==> config.mk <==
export PLATFORM = sky130hd
export DESIGN_NAME = multi_cycle_controller
export DESIGN_NICKNAME = d
export VERILOG_FILES = /design/src/rtl/riscv_ctrl_pkg.sv /design/src/rtl/alu_op_decoder.sv /design/src/rtl/multi_cycle_controller.sv
export SDC_FILE = /design/constraint.sdc
export NUM_CORES = 1
export LEC_CHECK = 0
export CAP_MARGIN = 20
export CORE_ASPECT_RATIO = 0.75
export CORE_MARGIN = 10
export CORE_UTILIZATION = 47
export DETAILED_ROUTE_END_ITERATION = 16
export GPL_ROUTABILITY_DRIVEN = 0
export GPL_TIMING_DRIVEN = 0
export PLACE_DENSITY = 0.82
export SYNTH_ARGS = -nofsm -noshare
export SYNTH_HDL_FRONTEND = slang
export SYNTH_SLANG_ARGS = --single-unit
==> constraint.sdc <==
create_clock -name clk -period 3.1 [get_ports clk]
set_input_delay 0.775 -clock clk [delete_from_list [all_inputs] [get_ports clk]]
set_output_delay 0.775 -clock clk [all_outputs]
set_load 0.01 [all_outputs]
==> src/rtl/riscv_ctrl_pkg.sv <==
// riscv_ctrl_pkg: shared states, opcodes and datapath select encodings for the multi-cycle controller
package riscv_ctrl_pkg;

    typedef enum logic [3:0] {
        FETCH,
        DECODE,
        MEMADR,
        MEMREAD,
        MEMWB,
        MEMWRITE,
        EXECR,
        EXECI,
        ALUWB,
        BEQ,
        JAL
    } state_t;

    localparam logic [6:0] OP_LOAD   = 7'b0000011;
    localparam logic [6:0] OP_STORE  = 7'b0100011;
    localparam logic [6:0] OP_RTYPE  = 7'b0110011;
    localparam logic [6:0] OP_ITYPE  = 7'b0010011;
    localparam logic [6:0] OP_BRANCH = 7'b1100011;
    localparam logic [6:0] OP_JAL    = 7'b1101111;

    localparam logic [3:0] ALU_ADD = 4'b0000;
    localparam logic [3:0] ALU_SUB = 4'b0001;
    localparam logic [3:0] ALU_AND = 4'b0010;
    localparam logic [3:0] ALU_OR  = 4'b0011;
    localparam logic [3:0] ALU_XOR = 4'b0100;
    localparam logic [3:0] ALU_SLT = 4'b0101;
    localparam logic [3:0] ALU_SLL = 4'b0110;
    localparam logic [3:0] ALU_SRL = 4'b0111;

    localparam logic [1:0] RES_ALUOUT    = 2'b00;
    localparam logic [1:0] RES_READDATA  = 2'b01;
    localparam logic [1:0] RES_ALURESULT = 2'b10;

    localparam logic [1:0] SRCA_PC    = 2'b00;
    localparam logic [1:0] SRCA_OLDPC = 2'b01;
    localparam logic [1:0] SRCA_RS1   = 2'b10;

    localparam logic [1:0] SRCB_RS2  = 2'b00;
    localparam logic [1:0] SRCB_IMM  = 2'b01;
    localparam logic [1:0] SRCB_FOUR = 2'b10;

    localparam logic [1:0] IMM_I = 2'b00;
    localparam logic [1:0] IMM_S = 2'b01;
    localparam logic [1:0] IMM_B = 2'b10;
    localparam logic [1:0] IMM_J = 2'b11;

endpackage

==> src/rtl/alu_op_decoder.sv <==
// alu_op_decoder: maps funct3/funct7[5] to the ALU operation for R- and I-type arithmetic
module alu_op_decoder
    import riscv_ctrl_pkg::*;
(
    input  logic [2:0] funct3,
    input  logic       funct7b5,
    input  logic       is_rtype,
    output logic [3:0] ALUControl
);

    // funct7[5] only selects SUB for register-register ops; immediates have no SUBI
    always_comb begin
        case (funct3)
            3'b000:  ALUControl = (is_rtype && funct7b5) ? ALU_SUB : ALU_ADD;
            3'b001:  ALUControl = ALU_SLL;
            3'b010:  ALUControl = ALU_SLT;
            3'b100:  ALUControl = ALU_XOR;
            3'b101:  ALUControl = ALU_SRL;
            3'b110:  ALUControl = ALU_OR;
            3'b111:  ALUControl = ALU_AND;
            default: ALUControl = ALU_ADD;
        endcase
    end

endmodule

==> src/rtl/multi_cycle_controller.sv <==
// multi_cycle_controller: Moore sequencer stepping the shared datapath through fetch/decode/execute/memory/writeback
module multi_cycle_controller
    import riscv_ctrl_pkg::*;
#(
    parameter int WAIT_LIMIT = 255,
    parameter int WCNT_W     = 8
) (
    input  logic       clk,
    input  logic       rst_n,
    input  logic [6:0] Op,
    input  logic [2:0] funct3,
    input  logic [6:0] funct7,
    input  logic       Zero,
    input  logic       mem_ready,
    output logic       mem_req,
    output logic       MemWrite,
    output logic       AdrSrc,
    output logic       IRWrite,
    output logic       PCWrite,
    output logic       RegWrite,
    output logic [1:0] ResultSrc,
    output logic [1:0] ALUSrcA,
    output logic [1:0] ALUSrcB,
    output logic [1:0] ImmSrc,
    output logic [3:0] ALUControl,
    output logic       instr_done,
    output logic       illegal_instr,
    output logic       mem_timeout
);

    state_t            state, state_next;
    logic [WCNT_W-1:0] wcnt;
    logic [3:0]        dec_alu;
    logic              limit_hit;
    logic              unused_funct7;

    assign unused_funct7 = ^{funct7[6], funct7[4:0]};
    assign limit_hit     = wcnt == WCNT_W'(WAIT_LIMIT - 1);

    alu_op_decoder u_alu_op_decoder (
        .funct3     (funct3),
        .funct7b5   (funct7[5]),
        .is_rtype   (state == EXECR),
        .ALUControl (dec_alu)
    );

    // state register; reset lands in FETCH so the same PC is fetched again
    always_ff @(posedge clk or negedge rst_n) begin
        if (!rst_n) state <= FETCH;
        else        state <= state_next;
    end

    // wait counter runs only while a request is outstanding, so any state change or abort clears it
    always_ff @(posedge clk or negedge rst_n) begin
        if (!rst_n) wcnt <= '0;
        else        wcnt <= (mem_req && !mem_ready && !mem_timeout) ? wcnt + 1'b1 : '0;
    end

    // next state and Moore outputs; everything is held at 0 while reset is asserted
    always_comb begin
        state_next    = state;
        mem_req       = 1'b0;
        MemWrite      = 1'b0;
        AdrSrc        = 1'b0;
        IRWrite       = 1'b0;
        PCWrite       = 1'b0;
        RegWrite      = 1'b0;
        ResultSrc     = RES_ALUOUT;
        ALUSrcA       = SRCA_PC;
        ALUSrcB       = SRCB_RS2;
        ImmSrc        = IMM_I;
        ALUControl    = ALU_ADD;
        instr_done    = 1'b0;
        illegal_instr = 1'b0;
        mem_timeout   = 1'b0;
        if (rst_n) begin
            ImmSrc = (Op == OP_STORE)  ? IMM_S :
                     (Op == OP_BRANCH) ? IMM_B :
                     (Op == OP_JAL)    ? IMM_J : IMM_I;
            case (state)
                FETCH: begin
                    mem_req   = 1'b1;
                    ALUSrcB   = SRCB_FOUR;
                    ResultSrc = RES_ALURESULT;
                    if (mem_ready) begin
                        IRWrite    = 1'b1;
                        PCWrite    = 1'b1;
                        state_next = DECODE;
                    end else if (limit_hit) begin
                        mem_timeout = 1'b1;
                    end
                end
                DECODE: begin
                    ALUSrcA = SRCA_OLDPC;
                    ALUSrcB = SRCB_IMM;
                    case (Op)
                        OP_LOAD, OP_STORE: state_next = MEMADR;
                        OP_RTYPE:          state_next = EXECR;
                        OP_ITYPE:          state_next = EXECI;
                        OP_BRANCH:         state_next = BEQ;
                        OP_JAL:            state_next = JAL;
                        default: begin
                            illegal_instr = 1'b1;
                            state_next    = FETCH;
                        end
                    endcase
                end
                MEMADR: begin
                    ALUSrcA    = SRCA_RS1;
                    ALUSrcB    = SRCB_IMM;
                    state_next = (Op == OP_LOAD) ? MEMREAD : MEMWRITE;
                end
                MEMREAD: begin
                    mem_req = 1'b1;
                    AdrSrc  = 1'b1;
                    if (mem_ready) begin
                        state_next = MEMWB;
                    end else if (limit_hit) begin
                        mem_timeout = 1'b1;
                        state_next  = FETCH;
                    end
                end
                MEMWB: begin
                    ResultSrc  = RES_READDATA;
                    RegWrite   = 1'b1;
                    instr_done = 1'b1;
                    state_next = FETCH;
                end
                MEMWRITE: begin
                    mem_req  = 1'b1;
                    MemWrite = 1'b1;
                    AdrSrc   = 1'b1;
                    if (mem_ready) begin
                        instr_done = 1'b1;
                        state_next = FETCH;
                    end else if (limit_hit) begin
                        mem_timeout = 1'b1;
                        state_next  = FETCH;
                    end
                end
                EXECR: begin
                    ALUSrcA    = SRCA_RS1;
                    ALUSrcB    = SRCB_RS2;
                    ALUControl = dec_alu;
                    state_next = ALUWB;
                end
                EXECI: begin
                    ALUSrcA    = SRCA_RS1;
                    ALUSrcB    = SRCB_IMM;
                    ALUControl = dec_alu;
                    state_next = ALUWB;
                end
                ALUWB: begin
                    RegWrite   = 1'b1;
                    instr_done = 1'b1;
                    state_next = FETCH;
                end
                BEQ: begin
                    ALUSrcA    = SRCA_RS1;
                    ALUSrcB    = SRCB_RS2;
                    ALUControl = ALU_SUB;
                    PCWrite    = Zero;
                    instr_done = 1'b1;
                    state_next = FETCH;
                end
                JAL: begin
                    ALUSrcA    = SRCA_OLDPC;
                    ALUSrcB    = SRCB_FOUR;
                    PCWrite    = 1'b1;
                    state_next = ALUWB;
                end
                default: state_next = FETCH;
            endcase
        end
    end

endmodule

### After elaboration in Yosys (flattened, before gate mapping)

Index checks and enable logic that the tools add are counted.

| word-level totals | value |
|---|---|
| bits in registers | 12 |
| output and inout port bits | 21 |
| word-level logic and storage cells | 91 |

| cells by class | value |
|---|---|
| add/subtract/negate cells | 1 |
| eq/ne operators | 24 |
| multiplexer cells | 44 |
| reductions and logical operators | 20 |

Operator list:

| cell | count |
|---|---|
| $pmux W4 S7 | 1 |
| $pmux W4 S6 | 1 |
| $mux W1 | 21 |
| $mux W4 | 5 |
| $pmux W4 S5 | 1 |
| $eq A4 B3 Y1 const B | 4 |
| $eq A7 B6 Y1 const B | 2 |
| $eq A7 B7 Y1 const B | 2 |
| $mux W2 | 7 |
| $eq A3 B3 Y1 const B | 4 |
| $eq A4 B4 Y1 const B | 3 |
| $pmux W2 S2 | 3 |
| $reduce_or A2 Y1 | 6 |
| $reduce_or A3 Y1 | 4 |
| $add A8 B1 Y8 const B | 1 |
| $eq A4 B2 Y1 const B | 2 |
| $eq A8 B8 Y1 const B | 1 |
| $mux W8 | 1 |
| $pmux W4 S2 | 1 |
| $eq A7 B2 Y1 const B | 1 |
| $eq A7 B5 Y1 const B | 1 |
| $reduce_or A6 Y1 | 1 |
| $eq A4 B1 Y1 const B | 1 |
| $logic_not A4 Y1 | 1 |
| 11 further kinds | 14 |

### Longest topological paths before layout

| logic depth | value |
|---|---|
| word-level depth | 8 |
| gate-level depth with buffers | 7 |

### Cells and area by module

Synthesis repeated with hierarchy kept, for this count alone.

| unflattened totals | value |
|---|---|
| cell total of the unflattened synthesis | 148 |
| area total of the unflattened synthesis | 1172.4 um^2 |

By module, submodules not included:

| module | instances | cells each | area each (um^2) |
|---|---|---|---|
| multi_cycle_controller | 1 | 139 | 1107.3 |
| alu_op_decoder | 1 | 9 | 65.1 |

### Worst setup path after synthesis

OpenSTA, ideal clock, no wires.

| path | value |
|---|---|
| kind | input-to-output |
| from | in rst_n |
| to | out PCWrite |
| arrival time | 1496 ps |
| required time | 2325 ps |
| slack | 829 ps |
| cell stages on the path | 3 |
| buffers on the path | 1 |
| path through | clkbuf_1 > nand2_1 > o31ai_1 |

| on the way | value |
|---|---|
| cells in the longest elaborated chain, start to end | 1 |

RTL lines:

| item | line | text |
|---|---|---|
| start: declaration | multi_cycle_controller.sv:9 | `input logic rst_n,` |
| $mux W1 | multi_cycle_controller.sv:76 | `if (rst_n) begin` |
| end: declaration | multi_cycle_controller.sv:19 | `output logic PCWrite,` |

Every way passes these cells.

### Worst setup path after layout

Same ends and word-level chain as after synthesis.

==> flow_summary.yaml <==
yosys:
  synth_cell_types: 41
  synth_largest_type_area_fraction_pct: 27.2
  portion_of_netlist_area_occupied_by_mux_cells_pct: 0.907
  synth_area_per_cell_sq_um: 7.31
  yosys.area_share.adder_pct: 2.27
  post_synth_and_or_nand_nor_area_fraction_pct: 40.2
  yosys.area_share.xor_xnor_pct: 7.14
  yosysWarnings: 0
  leading_cell_types_by_total_area_after_synthesis: "dfrtp_1 27%, nor2_1 7.5%, nand2_1 7.1%"
  synth_sequential_area_ratio_pct: 27.2
  netlist.top_cell.by_area: "dfrtp_1"
  yosys_register_bits: 12
  synth_area_sq_mm: 0.00110
  synth_top_family_by_area: "simple AND/OR/NAND/NOR gates"
  mappedNetlistNets: 174
  syn-instance-count: 151
  post_synthesis_compound_gate_area_fraction_pct: 15.8
die:
  rows: 15
  chipWidth_um: 76.0
  die-height_um: 62.0
  starting_density_pct: 48.6
  design.die.area_sq_mm: 0.00471
  placeableCoreArea_sq_mm: 0.00227
  io_pins: 42
clock_network:
  clk_pin_slew_ns: 0.07
  postCtsHoldBufs: 0
  cts_tree: "done"
  ctsLongestPathBuffers: 2
  insertion_delay_ns: 0.27
  cts_inserted_buffers: 3
  cts_max_level: 1
  clkSinkCount: 12
  cts-root-buf: "clkbuf_4"
  post-cts-setup-buffers: 0
placed_design:
  placed_cells: 219
  quantity_of_i_o_buffers_inserted_on_ports: 34
  hpwl_mm: 2.71
drt:
  drtPass1Iterations: 4
  avgViaCountPerCell: 5.52
  drt_iter0_drc: 160
  detail_route.drc_violations: 0
  drt_wl_total_mm: 3.29
  detailroute.via_count: 1225
  ant_nets: 0
  post_drt_wl_per_cell_um: 14.8
power_and_ir_drop:
  power.clock.fraction_pct: 15.6
  combPwrFrac_pct: 53.2
  vdd_drop_max_mv: 0.238
  power_dens_cells_mw_per_mm2: 392
  power.share.switching_pct: 39.8
  share_seq_of_total_power_pct: 31.2
  p_switching_uw: 235
  leakage_uw: 0.000627
  intPower_uw: 356
cells_and_area:
  design.final.nets: 213
  finalNonFillerCells: 222
  area_used_by_multi_input_combinational_logic_sq_um: 741
  antennaDiodeCount: 0
  layout-area-overhead-vs-synth_pct: 36.5
  area.sequential_sq_um: 300
  n_fill_cell: 206
  final_layout_size_suffix_gt1_share_pct: 13.8
  most_used_cells_in_the_layout_excluding_fill_and_tap_cells: "28 x clkdlybuf4s50_1, 21 x nand2_1, 21 x nor2_1"
  layout.cells.most_common: "clkdlybuf4s50_1"
flow_run:
  max_cap_violations: 0
outcome:
  outcome: "completed"
setup_path:
  critPathMaxFanout: 15
  cp.required_ns: 2.32
  crit_type: "primary input to primary output"
  timing.critical_path.to_type: "primary output"
  worst_setup_path_start_kind: "primary input"
  worstPathArrival_ns: 2.20
timing:
  final-hold-violation-count: 0
  slew_headroom_pct: 66.5
  clock_period_minus_worst_slack_ns: 2.97
  slew_viol_final: 0
  skew_ns: 0.00795
  max_freq_mhz: 336
  setup_total_negative_slack_ns: 0
  grt_setup_unrepaired: "no"
  tightest_pin_transition_ns: 0.497
  final_min_period_over_clock_period_pct: 95.9
  timing.final.setup_violations: 0
global_route:
  global_route_wire_length_before_repair_mm: 5.50
  grt_pass1_vias: 1171
  overflow: 0
  antenna_found_initial: 0
  maximum_number_of_pins_on_one_net_before_global_route_repair: 16
  track_usage_pct: 14.2
hold_path:
  hold_path_class: "primary input to asynchronous set/reset pin"
==> per-stage QoR <==
step           hold slack [ns]  setup WS [ns]  util (%)  cell area [sq um]  total power (uW)
3_5_place_dp             0.493         -0.722      65.5               1490               502
6_report                 0.365          0.127      66.3               1510               591
5_1_grt                  0.364        0.00892      66.3               1510               634
3_3_place_gp             0.477         -0.729      65.5               1490               494
4_1_cts                  0.388         0.0228      66.1               1500               592
2_1_floorplan            0.458          0.829         -               1100               372
==> state kept, by name, summed over array words and instances (netlist names) <==
name / cells
wcnt: 8
state: 4
==> Yosys cell counts <==
cell type / n
nor4bb_1: 1
nor4b_1: 1
or3_1: 1
nor3b_1: 1
o21ai_1: 3
a41oi_1: 2
a21oi_2: 1
nand4_1: 2
and2b_4: 2
nor2_2: 8
a22oi_1: 2
nor4_1: 2
o221ai_1: 1
inv_1: 6
nor2_1: 22
dfrtp_1: 12
clkbuf_1: 4
nor3_1: 7
a211oi_1: 1
or4_4: 1
o21ai_0: 2
conb_1: 1
xor2_1: 6
o22ai_1: 2
o22a_1: 1
mux2i_1: 1
and3_1: 3
nand2_1: 21
nand3_1: 6
and2_1: 1
o41ai_1: 1
nand2b_1: 1
ha_1: 2
nor2b_1: 5
o32ai_1: 1
o31ai_1: 1
buf_4: 1
a21oi_1: 9
buf_6: 2
nor3_4: 1
xnor2_1: 3
==> layer usage <==
layer  part of all wire (%)  track usage [%]  up-vias
met5                      0                0        -
met4                      0             2.42        0
met3                    6.9             3.59        0
met2                     50             26.1       53
met1                     43             16.8      572
li1                       -                -      600
==> cell families (layout without fill, tap and decap cells) <==
group / count (synthesis) / in the layout
DFF: 12 / 12
xor gates and xnor gates: 9 / 9
buffers and inverters: 13 / 50
and+or+nand+nor: 86 / 86
AOI/OAI and AO/OA: 27 / 27
adders and majority gates: 2 / 2
other: 1 / 1
muxes: 1 / 1
==> power groups by stage <==
stage	clock network, uW	registers [uW]	logic, uW
floorplan	0	181	191
global placement	0	186	308
detailed placement	0	187	315
CTS	95.6	184	312
global route	104	185	345
finish	92.3	184	314
==> final cells by class <==
type / count / share of cell area, %
Buffer: 7 / 3.24
Clock buffer: 3 / 1.50
Timing Repair Buffer: 34 / 21.8
Multi-Input combinational cell: 126 / 49.2
Inverter: 6 / 1.50
Sequential cell: 12 / 19.9
Tap cell: 34 / 2.82
==> worst max-delay path: stages <==
cell,delay [ns]
clkbuf_4,0.23
clkbuf_2,0.25
nand2_1,0.13
o31ai_1,0.23
clkdlybuf4s50_1,0.58
==> worst paths after layout <==
| path | startpoint | to | slack [ns] | cells after the start |
|---|---|---|---|---|
| min in group clk | wcnt[0] | wcnt[0] | 0.50 | 1 |
| worst max register to register | state[3] | state[0] | 1.33 | 6 |
| max in group asynchronous | rst_n | state[0] | 2.55 | 1 |
| worst min register to register | wcnt[0] | wcnt[0] | 0.50 | 1 |
| worst max-delay path | rst_n | PCWrite | 0.13 | 5 |
| worst min-delay path | rst_n | state[3] | 0.37 | 1 |
==> what timing repair did <==
action | 4_1_cts | 5_1_grt
setup endpoints to repair | 20 | 10
gates cloned | 0 | 0
resized for setup | 12 | 10
Note: power is estimated with default switching activity, not from simulation.
